==> config.mk <==
export PLATFORM = sky130hd
export DESIGN_NAME = sa_cache_mem_ctrl
export DESIGN_NICKNAME = d
export VERILOG_FILES = /design/src/rtl/sa_cache_pkg.sv /design/src/rtl/sa_cache_wb_buf.sv /design/src/rtl/sa_cache_mem_ctrl.sv
export SDC_FILE = /design/constraint.sdc
export NUM_CORES = 1
export LEC_CHECK = 0
export ABC_AREA = 1
export BUFFER_PORTS_ARGS = -buffer_cell sky130_fd_sc_hd__buf_4
export CAP_MARGIN = 0
export CORE_MARGIN = 3
export CORE_UTILIZATION = 41
export DETAILED_ROUTE_END_ITERATION = 16
export SYNTH_ARGS = -nofsm -noshare
export SYNTH_HDL_FRONTEND = slang
export SYNTH_SLANG_ARGS = --single-unit
==> constraint.sdc <==
create_clock -name clk -period 6.2 [get_ports clk]
set_input_delay 1.24 -clock clk [delete_from_list [all_inputs] [get_ports clk]]
set_output_delay 1.24 -clock clk [all_outputs]
set_load 0.02 [all_outputs]
==> src/rtl/sa_cache_pkg.sv <==
// Shared widths, controller state encoding and line-address helper for the sa_cache memory side.
package sa_cache_pkg;

    localparam int TAG_W    = 18;
    localparam int INDEX_W  = 8;
    localparam int OFFSET_W = 6;
    localparam int ADDR_W   = TAG_W + INDEX_W + OFFSET_W;
    localparam int DATA_W   = 32;
    localparam int WB_DEPTH = 4;

    typedef enum logic [2:0] {
        IDLE,
        LOOKUP,
        RD_REQ,
        RD_WAIT,
        RESP,
        HOLD,
        DRAIN
    } ctrl_state_t;

    function automatic logic [ADDR_W-1:0] line_addr(input logic [TAG_W-1:0]   tag,
                                                    input logic [INDEX_W-1:0] index);
        return {tag, index, {OFFSET_W{1'b0}}};
    endfunction

endpackage

==> src/rtl/sa_cache_wb_buf.sv <==
// Write-back FIFO with per-entry valid and an associative line match returning the youngest hit.
// Zero-latency match and head view; push is refused while full, pop is ignored while empty.
module sa_cache_wb_buf #(
    parameter int DEPTH    = 4,
    parameter int ADDR_W   = 32,
    parameter int DATA_W   = 32,
    parameter int OFFSET_W = 6
) (
    input  logic                   clk,
    input  logic                   rst,
    input  logic                   push,
    input  logic [ADDR_W-1:0]      push_addr,
    input  logic [DATA_W-1:0]      push_data,
    input  logic                   pop,
    output logic                   full,
    output logic                   empty,
    output logic [ADDR_W-1:0]      head_addr,
    output logic [DATA_W-1:0]      head_data,
    input  logic [ADDR_W-OFFSET_W-1:0] match_line,
    output logic                   match_hit,
    output logic [DATA_W-1:0]      match_data
);

    localparam int PW = $clog2(DEPTH);
    localparam logic [PW:0] FULL_CNT = (PW+1)'(DEPTH);

    logic [ADDR_W-1:0] addr_q [DEPTH];
    logic [DATA_W-1:0] data_q [DEPTH];
    logic [DEPTH-1:0]  vld_q;
    logic [PW-1:0]     wr_ptr_q;
    logic [PW-1:0]     rd_ptr_q;
    logic [PW:0]       count_q;
    logic              do_push;
    logic              do_pop;
    logic [PW-1:0]     idx;

    assign full      = (count_q == FULL_CNT);
    assign empty     = (count_q == '0);
    assign do_push   = push && !full;
    assign do_pop    = pop && !empty;
    assign head_addr = addr_q[rd_ptr_q];
    assign head_data = data_q[rd_ptr_q];

    always_ff @(posedge clk or negedge rst) begin
        if (!rst) begin
            for (int i = 0; i < DEPTH; i++) begin
                addr_q[i] <= '0;
                data_q[i] <= '0;
            end
            vld_q    <= '0;
            wr_ptr_q <= '0;
            rd_ptr_q <= '0;
            count_q  <= '0;
        end else begin
            if (do_push) begin
                addr_q[wr_ptr_q] <= push_addr;
                data_q[wr_ptr_q] <= push_data;
                vld_q[wr_ptr_q]  <= 1'b1;
                wr_ptr_q         <= wr_ptr_q + 1'b1;
            end
            // Push and pop never target the same slot: push needs !full, pop needs !empty.
            if (do_pop) begin
                vld_q[rd_ptr_q] <= 1'b0;
                rd_ptr_q        <= rd_ptr_q + 1'b1;
            end
            case ({do_push, do_pop})
                2'b10:   count_q <= count_q + 1'b1;
                2'b01:   count_q <= count_q - 1'b1;
                default: count_q <= count_q;
            endcase
        end
    end

    // Walk oldest to youngest so the last hit wins; an entry arriving this cycle is youngest of all.
    always_comb begin
        match_hit  = 1'b0;
        match_data = '0;
        idx        = '0;
        for (int i = 0; i < DEPTH; i++) begin
            idx = rd_ptr_q + PW'(i);
            if (vld_q[idx] && (addr_q[idx][ADDR_W-1:OFFSET_W] == match_line)) begin
                match_hit  = 1'b1;
                match_data = data_q[idx];
            end
        end
        if (do_push && (push_addr[ADDR_W-1:OFFSET_W] == match_line)) begin
            match_hit  = 1'b1;
            match_data = push_data;
        end
    end

endmodule

==> src/rtl/sa_cache_mem_ctrl.sv <==
// Memory-side controller for sa_cache: refills misses (forwarding from buffered evictions) and drains write-backs.
// Refill 4+ cycles from memory, 2 when forwarded; evictions stall on !o_evict_ready, requests hold until i_mem_ready.
module sa_cache_mem_ctrl #(
    parameter int WB_DEPTH = sa_cache_pkg::WB_DEPTH,
    parameter int ADDR_W   = sa_cache_pkg::ADDR_W,
    parameter int DATA_W   = sa_cache_pkg::DATA_W,
    parameter int TAG_W    = sa_cache_pkg::TAG_W,
    parameter int INDEX_W  = sa_cache_pkg::INDEX_W,
    parameter int OFFSET_W = sa_cache_pkg::OFFSET_W
) (
    input  logic               clk,
    input  logic               rst,
    input  logic               i_miss,
    input  logic [TAG_W-1:0]   i_miss_tag,
    input  logic [INDEX_W-1:0] i_miss_index,
    input  logic               i_evict,
    input  logic [ADDR_W-1:0]  i_evict_addr,
    input  logic [DATA_W-1:0]  i_evict_data,
    output logic               o_evict_ready,
    output logic [DATA_W-1:0]  o_memory_line,
    output logic               o_memory_response,
    output logic               o_mem_req,
    output logic               o_mem_we,
    output logic [ADDR_W-1:0]  o_mem_addr,
    output logic [DATA_W-1:0]  o_mem_wdata,
    input  logic               i_mem_ready,
    input  logic               i_mem_rvalid,
    input  logic [DATA_W-1:0]  i_mem_rdata,
    output logic               o_busy
);

    import sa_cache_pkg::*;

    ctrl_state_t       state_q;
    ctrl_state_t       state_d;
    logic [ADDR_W-1:0] refill_addr_q;
    logic [DATA_W-1:0] line_q;
    logic              rdy_en_q;

    logic              buf_push;
    logic              buf_pop;
    logic              buf_full;
    logic              buf_empty;
    logic [ADDR_W-1:0] buf_head_addr;
    logic [DATA_W-1:0] buf_head_data;
    logic              buf_hit;
    logic [DATA_W-1:0] buf_hit_data;

    // Ready is held low through reset and rises on the first clock after release.
    assign o_evict_ready = rdy_en_q && !buf_full;
    assign buf_push      = i_evict && o_evict_ready;
    assign buf_pop       = (state_q == DRAIN) && i_mem_ready;
    assign o_busy        = (state_q != IDLE) || !buf_empty;

    sa_cache_wb_buf #(
        .DEPTH    (WB_DEPTH),
        .ADDR_W   (ADDR_W),
        .DATA_W   (DATA_W),
        .OFFSET_W (OFFSET_W)
    ) u_wb_buf (
        .clk        (clk),
        .rst        (rst),
        .push       (buf_push),
        .push_addr  (i_evict_addr),
        .push_data  (i_evict_data),
        .pop        (buf_pop),
        .full       (buf_full),
        .empty      (buf_empty),
        .head_addr  (buf_head_addr),
        .head_data  (buf_head_data),
        .match_line (refill_addr_q[ADDR_W-1:OFFSET_W]),
        .match_hit  (buf_hit),
        .match_data (buf_hit_data)
    );

    always_ff @(posedge clk or negedge rst) begin
        if (!rst) begin
            state_q       <= IDLE;
            refill_addr_q <= '0;
            line_q        <= '0;
            rdy_en_q      <= 1'b0;
        end else begin
            state_q  <= state_d;
            rdy_en_q <= 1'b1;
            if ((state_q == IDLE) && i_miss) begin
                refill_addr_q <= line_addr(i_miss_tag, i_miss_index);
            end
            if ((state_q == LOOKUP) && buf_hit) begin
                line_q <= buf_hit_data;
            end else if ((state_q == RD_WAIT) && i_mem_rvalid) begin
                line_q <= i_mem_rdata;
            end
        end
    end

    always_comb begin
        state_d           = state_q;
        o_mem_req         = 1'b0;
        o_mem_we          = 1'b0;
        o_mem_addr        = '0;
        o_mem_wdata       = '0;
        o_memory_response = 1'b0;
        o_memory_line     = '0;
        case (state_q)
            IDLE: begin
                if (i_miss) begin
                    state_d = LOOKUP;
                end else if (!buf_empty) begin
                    state_d = DRAIN;
                end
            end
            // A buffered copy is newer than memory, so a hit must never fall through to a read.
            LOOKUP: begin
                state_d = buf_hit ? RESP : RD_REQ;
            end
            RD_REQ: begin
                o_mem_req  = 1'b1;
                o_mem_addr = refill_addr_q;
                if (i_mem_ready) begin
                    state_d = RD_WAIT;
                end
            end
            RD_WAIT: begin
                if (i_mem_rvalid) begin
                    state_d = RESP;
                end
            end
            RESP: begin
                o_memory_response = 1'b1;
                o_memory_line     = line_q;
                state_d           = HOLD;
            end
            HOLD: begin
                state_d = IDLE;
            end
            DRAIN: begin
                o_mem_req   = 1'b1;
                o_mem_we    = 1'b1;
                o_mem_addr  = buf_head_addr;
                o_mem_wdata = buf_head_data;
                if (i_mem_ready) begin
                    state_d = IDLE;
                end
            end
            default: begin
                state_d = IDLE;
            end
        endcase
    end

endmodule
==> results of run 1 <==
-- final timing paths --
| kind | from | endpoint | slack (ns) | depth (start not counted) |
|---|---|---|---|---|
| worst max register to register | u_wb_buf.rd_ptr_q[0] | line_q[6] | 1.31 | 19 |
| worst max-delay path | u_wb_buf.rd_ptr_q[0] | o_mem_addr[30] | 1.20 | 7 |
| min in group asynchronous | rst | u_wb_buf.addr_q[86] | 0.72 | 1 |
| max in group asynchronous | rst | u_wb_buf.rd_ptr_q[1] | 4.06 | 2 |
| worst min-delay path | u_wb_buf.addr_q[97] | u_wb_buf.addr_q[97] | 0.50 | 1 |
| worst min register to register | u_wb_buf.addr_q[97] | u_wb_buf.addr_q[97] | 0.50 | 1 |
-- cell families (layout without fill, tap and decap cells) --
kind of cell,Yosys count,count (layout)
AND/OR/NAND/NOR,1646,1646
AO/OA/AOI/OAI,660,660
buffers and inverters,463,589
flip-flops,329,329
multiplexers,145,145
XOR/XNOR,26,26
adder cells (fa/ha/maj),10,10
other,1,1
-- state kept, by name (all words and copies together), names as in the netlist --
register and count:
line_q 32, rdy_en_q 1, refill_addr_q 26, state_q 3
u_wb_buf.addr_q 128, u_wb_buf.count_q 3, u_wb_buf.data_q 128, u_wb_buf.rd_ptr_q 2
u_wb_buf.vld_q 4, u_wb_buf.wr_ptr_q 2
-- report_power, final --
part / total [W] / switching (W) / leakage (nW) / internal, W
combinational: 0.00924 / 0.00615 / 7.94 / 0.00310
sequential: 0.00412 / 0.000904 / 3.92 / 0.00322
clock: 0.00254 / 0.00104 / 0.696 / 0.00149
-- metal layers --
metal  up-vias  share of wire [%]  track usage (%)
met5         -              0.021                0
met4         2                3.5             10.4
met3       191                8.2             4.96
met2      1009                 46             45.3
met1     11000                 43             38.2
li1      10900                  -                -
-- layout make-up --
type	instances	area, um^2
Timing Repair Buffer	263	2070
Clock inverter	19	205
Fill cell	5285	27400
Tap cell	688	861
Sequential cell	329	8240
Multi-Input combinational cell	2488	12200
Inverter	247	932
Clock buffer	60	1210
-- worst reg2reg max path, stage by stage, from the launching register on --
cell     delay (ns)
dfrtp_4        0.43
buf_12         0.75
buf_4          0.89
nand2_1        0.31
nand3_1        0.17
nand2_1        0.10
nand2_1        0.08
nand2_1        0.06
nor2_1         0.09
nand2_1        0.06
nor2_1         0.09
nand2_1        0.09
nor2_4         0.35
nor2_1         0.12
nand3_1        0.10
nand2_2        0.06
nand2_1        0.44
buf_4          0.40
nor2_1         0.08
a21oi_1        0.13
-- cells in the mapped netlist (all sizes together) --
cell / n
nand2: 1060
o21ai: 441
dfrtp: 329
nand3: 285
nor2: 249
inv: 242
a21oi: 155
mux2: 145
clkbuf: 130
buf: 86
o22ai: 31
nand3b: 30
o21a: 24
xor2: 17
nand4: 12
ha: 9
xnor2: 9
nor3: 8
o211ai: 6
clkinv: 5
a211oi: 1
a31oi: 1
and2: 1
conb: 1
fa: 1
nor4: 1
o221a: 1
-- stage by stage --
stage	cells	hold slack (ns)	util (%)	cell area [um^2]
detailed placement	4015	0.490	45.8	24300
global placement	4015	0.484	45.8	24300
global route	4094	0.519	48.4	25700
finish	4094	0.501	48.4	25700
CTS	4094	0.502	48.4	25700
floorplan	3280	0.469	-	22200
==> impl_metrics.json, run 1 <==
{
  "status": "completed",
  "synth-xor-area-share_pct": 1.02,
  "synth_top_family_by_area": "simple AND/OR/NAND/NOR gates",
  "min_period_over_period_pct": 80.7,
  "power_density_nw_per_um2": 619,
  "max_cap_violations": 0,
  "avgRoutedWirePerCell_um": 20.0,
  "ys_ff_latch": 329,
  "cp.arrival_ns": 3.76,
  "core_area_um2": 53100,
  "antenna_left": 0,
  "hold_class": "reg2reg",
  "die-area_um2": 57000,
  "final_common_cell": "nand2_1",
  "synth_top_area_cell": "dfrtp_1",
  "synth.mux.area_fraction_pct": 7.35,
  "power.static_leakage_nw": 12.6,
  "setup_viol": 0,
  "drt-initial-drc-count": 2082,
  "slew_violations": 0,
  "place_congestion": 0.994,
  "critPathBufInv": 3,
  "fin_crit_ns": 5.00,
  "ir_worst_vdd_uv": 489,
  "crit_path_start_kind": "flop",
  "numCtsBuffers": 43,
  "ys_warn_count": 0,
  "crit_family": "buffers and inverters",
  "synth_compound_area_share_pct": 15.4,
  "grt_overflow_total": 0,
  "ys_types": 34,
  "tritoncts": "yes",
  "hold_violations": 0,
  "track_usage_pct": 28.2,
  "final_cell_mix": "nand2_1, o21ai_0, dfrtp_1",
  "critical_path_class": "reg2out",
  "report.power.total_w": 0.0159,
  "io_pins": 229,
  "synth_area_per_cell_um2": 6.78,
  "synth_top_area_share_pct": 37.0,
  "grt_max_degree": 279,
  "fp-row-count": 84,
  "holdBufCountCts": 0,
  "netlist_area_um2": 22200,
  "syn-num-nets": 3418,
  "post_cts_buffers": 0,
  "cts.path.max_buffers": 3,
  "worst_slack_ns": 1.20,
  "drive_gt1_share_pct": 14.6,
  "max_stage_delay_ns": 0.83,
  "dpl.hpwl_mm": 53.3,
  "endpoint_kind": "primary output",
  "die_x_um": 239,
  "finalSetupTns_ns": 0,
  "antenna_found_initial": 1,
  "cp_slowest_cell": "buf_4",
  "fin_worst_skew_ns": 0.0334,
  "drc": 0,
  "start_util_pct": 41.9,
  "clkSinkCount": 329,
  "nets": 3510,
  "area_growth_pct": 15.7,
  "cp_cell_sequence": "buf_12 > buf_4 > nand2_1 > nand3_1 > nand2_1 > o22ai_1 > buf_4",
  "grt_pass1_vias": 22100,
  "synthAdderAreaFrac_pct": 0.597,
  "rsz0062_at_grt": "no",
  "crit_fanout": 278,
  "syn_inst": 3280,
  "worstSkewPairLatency_ns": 0.60,
  "fmax_ghz": 0.200,
  "num_antenna_cells": 0,
  "synth-seq-area-share_pct": 37.0,
  "h-tree-depth": 2,
  "vias": 23100,
  "yosys.area_share.simple_pct": 30.2,
  "dp_slack_ns": 1.34,
  "cts-root-buf": "clkbuf_16",
  "worst_pin_slew_ns": 1.19,
  "worstPathRequired_ns": 4.96,
  "vias_per_cell": 5.64,
  "path_clk_slew_ns": 0.05,
  "dr.pass1.iters": 6,
  "die_h_um": 239,
  "grt_pass1_wl_mm": 126,
  "wl_mm": 81.7,
  "cts_resized": 0,
  "synth_area_leaders": "dfrtp_1, nand2_1, o21ai_0",
  "portBuffers": 228,
  "slew_headroom_pct": 20.6
}
Note: power is estimated with default switching activity, not from simulation.
==> run 2, diff against run 1 <==
--- a/config.mk
+++ b/config.mk
@@ -5,7 +5,7 @@
 export SDC_FILE = /design/constraint.sdc
 export NUM_CORES = 1
 export LEC_CHECK = 0
-export ABC_AREA = 1
+export ABC_AREA = 0
 export BUFFER_PORTS_ARGS = -buffer_cell sky130_fd_sc_hd__buf_4
 export CAP_MARGIN = 0
 export CORE_MARGIN = 3
==> constraint.sdc (replaced) <==
create_clock -name clk -period 5.2 [get_ports clk]
set_input_delay 1.04 -clock clk [delete_from_list [all_inputs] [get_ports clk]]
set_output_delay 1.04 -clock clk [all_outputs]
set_load 0.02 [all_outputs]
==> run 2 against run 1 <==
Global-route usage shrank 2.4 points. Critical path depth is 7 higher. Routed wire length shrank 2.4%. Sequential power grew 40%. Clock skew rose by 0.0040 ns. Core utilization down 0.44 points. First-iteration DRC count decreased by 12%. Combinational power is 28% higher. Highest routed layer unchanged. Final area up 6.3%.
==> impl_metrics.json, run 2 <==
{
  "antenna_found_initial": 7,
  "place_area_um2": 26000,
  "r2r-start": "u_wb_buf.rd_ptr_q[1]",
  "fin_area_um2": 27300,
  "worstPathRequired_ns": 5.70,
  "die_x_um": 247,
  "dr.pass1.iters": 5,
  "grt_overflow_total": 0,
  "synth_area_per_cell_um2": 11.9,
  "hold_class": "reg2reg",
  "drive_gt1_share_pct": 40.5,
  "antenna_left": 0,
  "rsz0062_at_grt": "no",
  "ys_warn_count": 0,
  "die-area_um2": 61100,
  "synth-seq-area-share_pct": 34.5,
  "crit_fanout": 65,
  "largestRegisters": "u_wb_buf.addr_q x128, u_wb_buf.data_q x128, line_q x32",
  "wl_mm": 79.8,
  "syn-num-nets": 2147,
  "syn_inst": 2009,
  "avgRoutedWirePerCell_um": 27.3,
  "power_density_nw_per_um2": 748,
  "cts-root-buf": "clkbuf_16",
  "cp.arrival_ns": 4.96,
  "start_util_pct": 41.9,
  "critPathBufInv": 4,
  "portBuffers": 228,
  "vias": 18700,
  "numCtsBuffers": 41,
  "cts.path.max_buffers": 3,
  "min_period_over_period_pct": 85.7,
  "grt_pass1_vias": 19000,
  "path_clk_slew_ns": 0.06,
  "min_from": "u_wb_buf.count_q[2]",
  "fin_worst_skew_ns": 0.0374,
  "ys_types": 72,
  "worstSkewPairLatency_ns": 0.58,
  "place_congestion": 0.947,
  "area_growth_pct": 14.6,
  "drt-initial-drc-count": 1824,
  "min_path_cells": 1,
  "async_flop_share_pct": 100,
  "fin_crit_ns": 4.46,
  "synth_top_area_cell": "dfrtp_1",
  "h-tree-depth": 2,
  "status": "completed",
  "core_area_um2": 56900,
  "hold_violations": 0,
  "vias_per_cell": 6.41,
  "finalSetupTns_ns": 0,
  "max_cap_violations": 0,
  "synth_common_cells": "dfrtp_1, mux2_2, mux4_2",
  "synth_area_leaders": "dfrtp_1, mux4_2, mux2_2",
  "drc": 0,
  "nets": 2268,
  "crit_top_cell": "buf_4",
  "post_cts_buffers": 0,
  "synth_top_area_share_pct": 34.5,
  "dpl.hpwl_mm": 52.7,
  "slew_violations": 0,
  "die_h_um": 247,
  "cts_resized": 0,
  "slew_headroom_pct": 16.3,
  "regToRegEndpoint": "line_q[23]",
  "holdBufCountCts": 0,
  "synthFlopType": "dfrtp_1",
  "ys_ff_latch": 329,
  "track_usage_pct": 25.8,
  "tritoncts": "yes",
  "final_cell_mix": "dfrtp_1, mux2_2, buf_4",
  "cp_cell_sequence": "inv_1 > ha_4 > buf_4 > mux4_2 > or2_0 > a21oi_1 > o2111ai_1 > nor3_4 > buf_4 > nand3_1 > a41oi_4 > buf_12 > nor2_1 > a31oi_1",
  "yosysMostFrequentCell": "dfrtp_1",
  "fmax_ghz": 0.224,
  "setup_viol": 0,
  "crit_path_start_kind": "flop",
  "fp-row-count": 87,
  "final_common_cell": "dfrtp_1",
  "reg2reg_slack_ns": 0.74,
  "netlist_area_um2": 23800,
  "ir_worst_vdd_uv": 430,
  "grt_pass1_wl_mm": 120,
  "worst_pin_slew_ns": 1.25,
  "rr_worst_depth": 14,
  "max_stage_delay_ns": 0.58,
  "crit_family": "buffers and inverters",
  "whs_endpoint": "u_wb_buf.count_q[2]",
  "critical_path_class": "reg2reg",
  "io_pins": 229,
  "synth_edf_count": 0,
  "power.static_leakage_nw": 11.3,
  "cp_slowest_cell": "ha_4",
  "clkSinkCount": 329,
  "endpoint_kind": "flop",
  "grt_max_degree": 122
}
## run 2: cell count changes in the layout (fill, tap and decap cells not counted), moves of 132 or more
cell / before / now
inv_1: 239 / 21
mux2_2: 145 / 313
mux2i_1: 0 / 132
mux4_2: 0 / 182
nand2_1: 1059 / 69
nand3_1: 285 / 48
nor2_1: 239 / 88
o21ai_0: 431 / 22
## run 2: how the worst max path moves through the flow
stage,start,to,slack (ns),depth (start not counted)
after floorplan,u_wb_buf.rd_ptr_q[0],line_q[27],0.90,21
after global placement,u_wb_buf.rd_ptr_q[1],line_q[23],0.83,14
after detailed placement,u_wb_buf.rd_ptr_q[1],line_q[24],0.78,14
after CTS,u_wb_buf.rd_ptr_q[1],line_q[24],0.79,14
after global routing,u_wb_buf.rd_ptr_q[0],line_q[16],0.53,14
final,u_wb_buf.rd_ptr_q[1],line_q[23],0.74,14
## run 2: layout make-up
type                       instances  area [um^2]
fill                            5139        29600
multi-input combinational       1461        14600
sequential                       329         8240
timing repair buffer             275         2120
clock buffer                      66         1270
tap                              756          946
inverter                          22         82.6
clock inverter                     8         72.6
antenna                            6         15.0
## run 2: layer usage
layer / wire length [um] / vias up / track usage, % / share of wire, %
li1: - / 7965 / - / -
met1: 33200 / 9759 / 35.1 / 42
met2: 37800 / 867 / 41.2 / 47
met3: 6070 / 144 / 4.36 / 7.6
met4: 2710 / 2 / 9.96 / 3.4
met5: 13 / - / 0 / 0.016
## run 2: cell families (layout without fill, tap and decap cells)
family / after synthesis / in the layout / share of synthesized area [%]
xor gates and xnor gates: 118 / 118 / 4.34
muxes: 629 / 629 / 37.7
adders and majority gates: 10 / 10 / 0.556
DFF: 329 / 329 / 34.5
and+or+nand+nor: 458 / 458 / 10.4
other: 1 / 7 / 0.0157
AOI/OAI and AO/OA: 245 / 245 / 7.81
buffers and inverters: 219 / 371 / 4.68
## run 2: per-stage QoR
stage	instances	hold WS (ns)	utilization (%)	power [W]	setup WS (ns)
floorplan	2009	0.455	-	0.0142	0.896
global placement	2843	0.479	45.6	0.0172	0.833
detailed placement	2843	0.486	45.6	0.0174	0.775
CTS	2917	0.497	48.0	0.0204	0.786
global route	2920	0.507	48.0	0.0215	0.534
finish	2923	0.500	48.0	0.0204	0.743
## run 2: power breakdown
group          internal (W)  total [W]  switching, W
logic               0.00611     0.0118       0.00569
registers           0.00385    0.00577       0.00192
clock network       0.00168    0.00286       0.00118
total                0.0116     0.0204       0.00880
## run 2: worst register-to-register path: stages, from the launching register on
cell and delay, ns:
dfrtp_4 0.42, inv_1 0.11, ha_4 0.58, buf_4 0.28, mux4_2 0.52, or2_0 0.21, a21oi_1 0.26, o2111ai_1 0.21
nor3_4 0.23, buf_4 0.47, nand3_1 0.24, a41oi_4 0.28, buf_12 0.33, nor2_1 0.11, a31oi_1 0.15
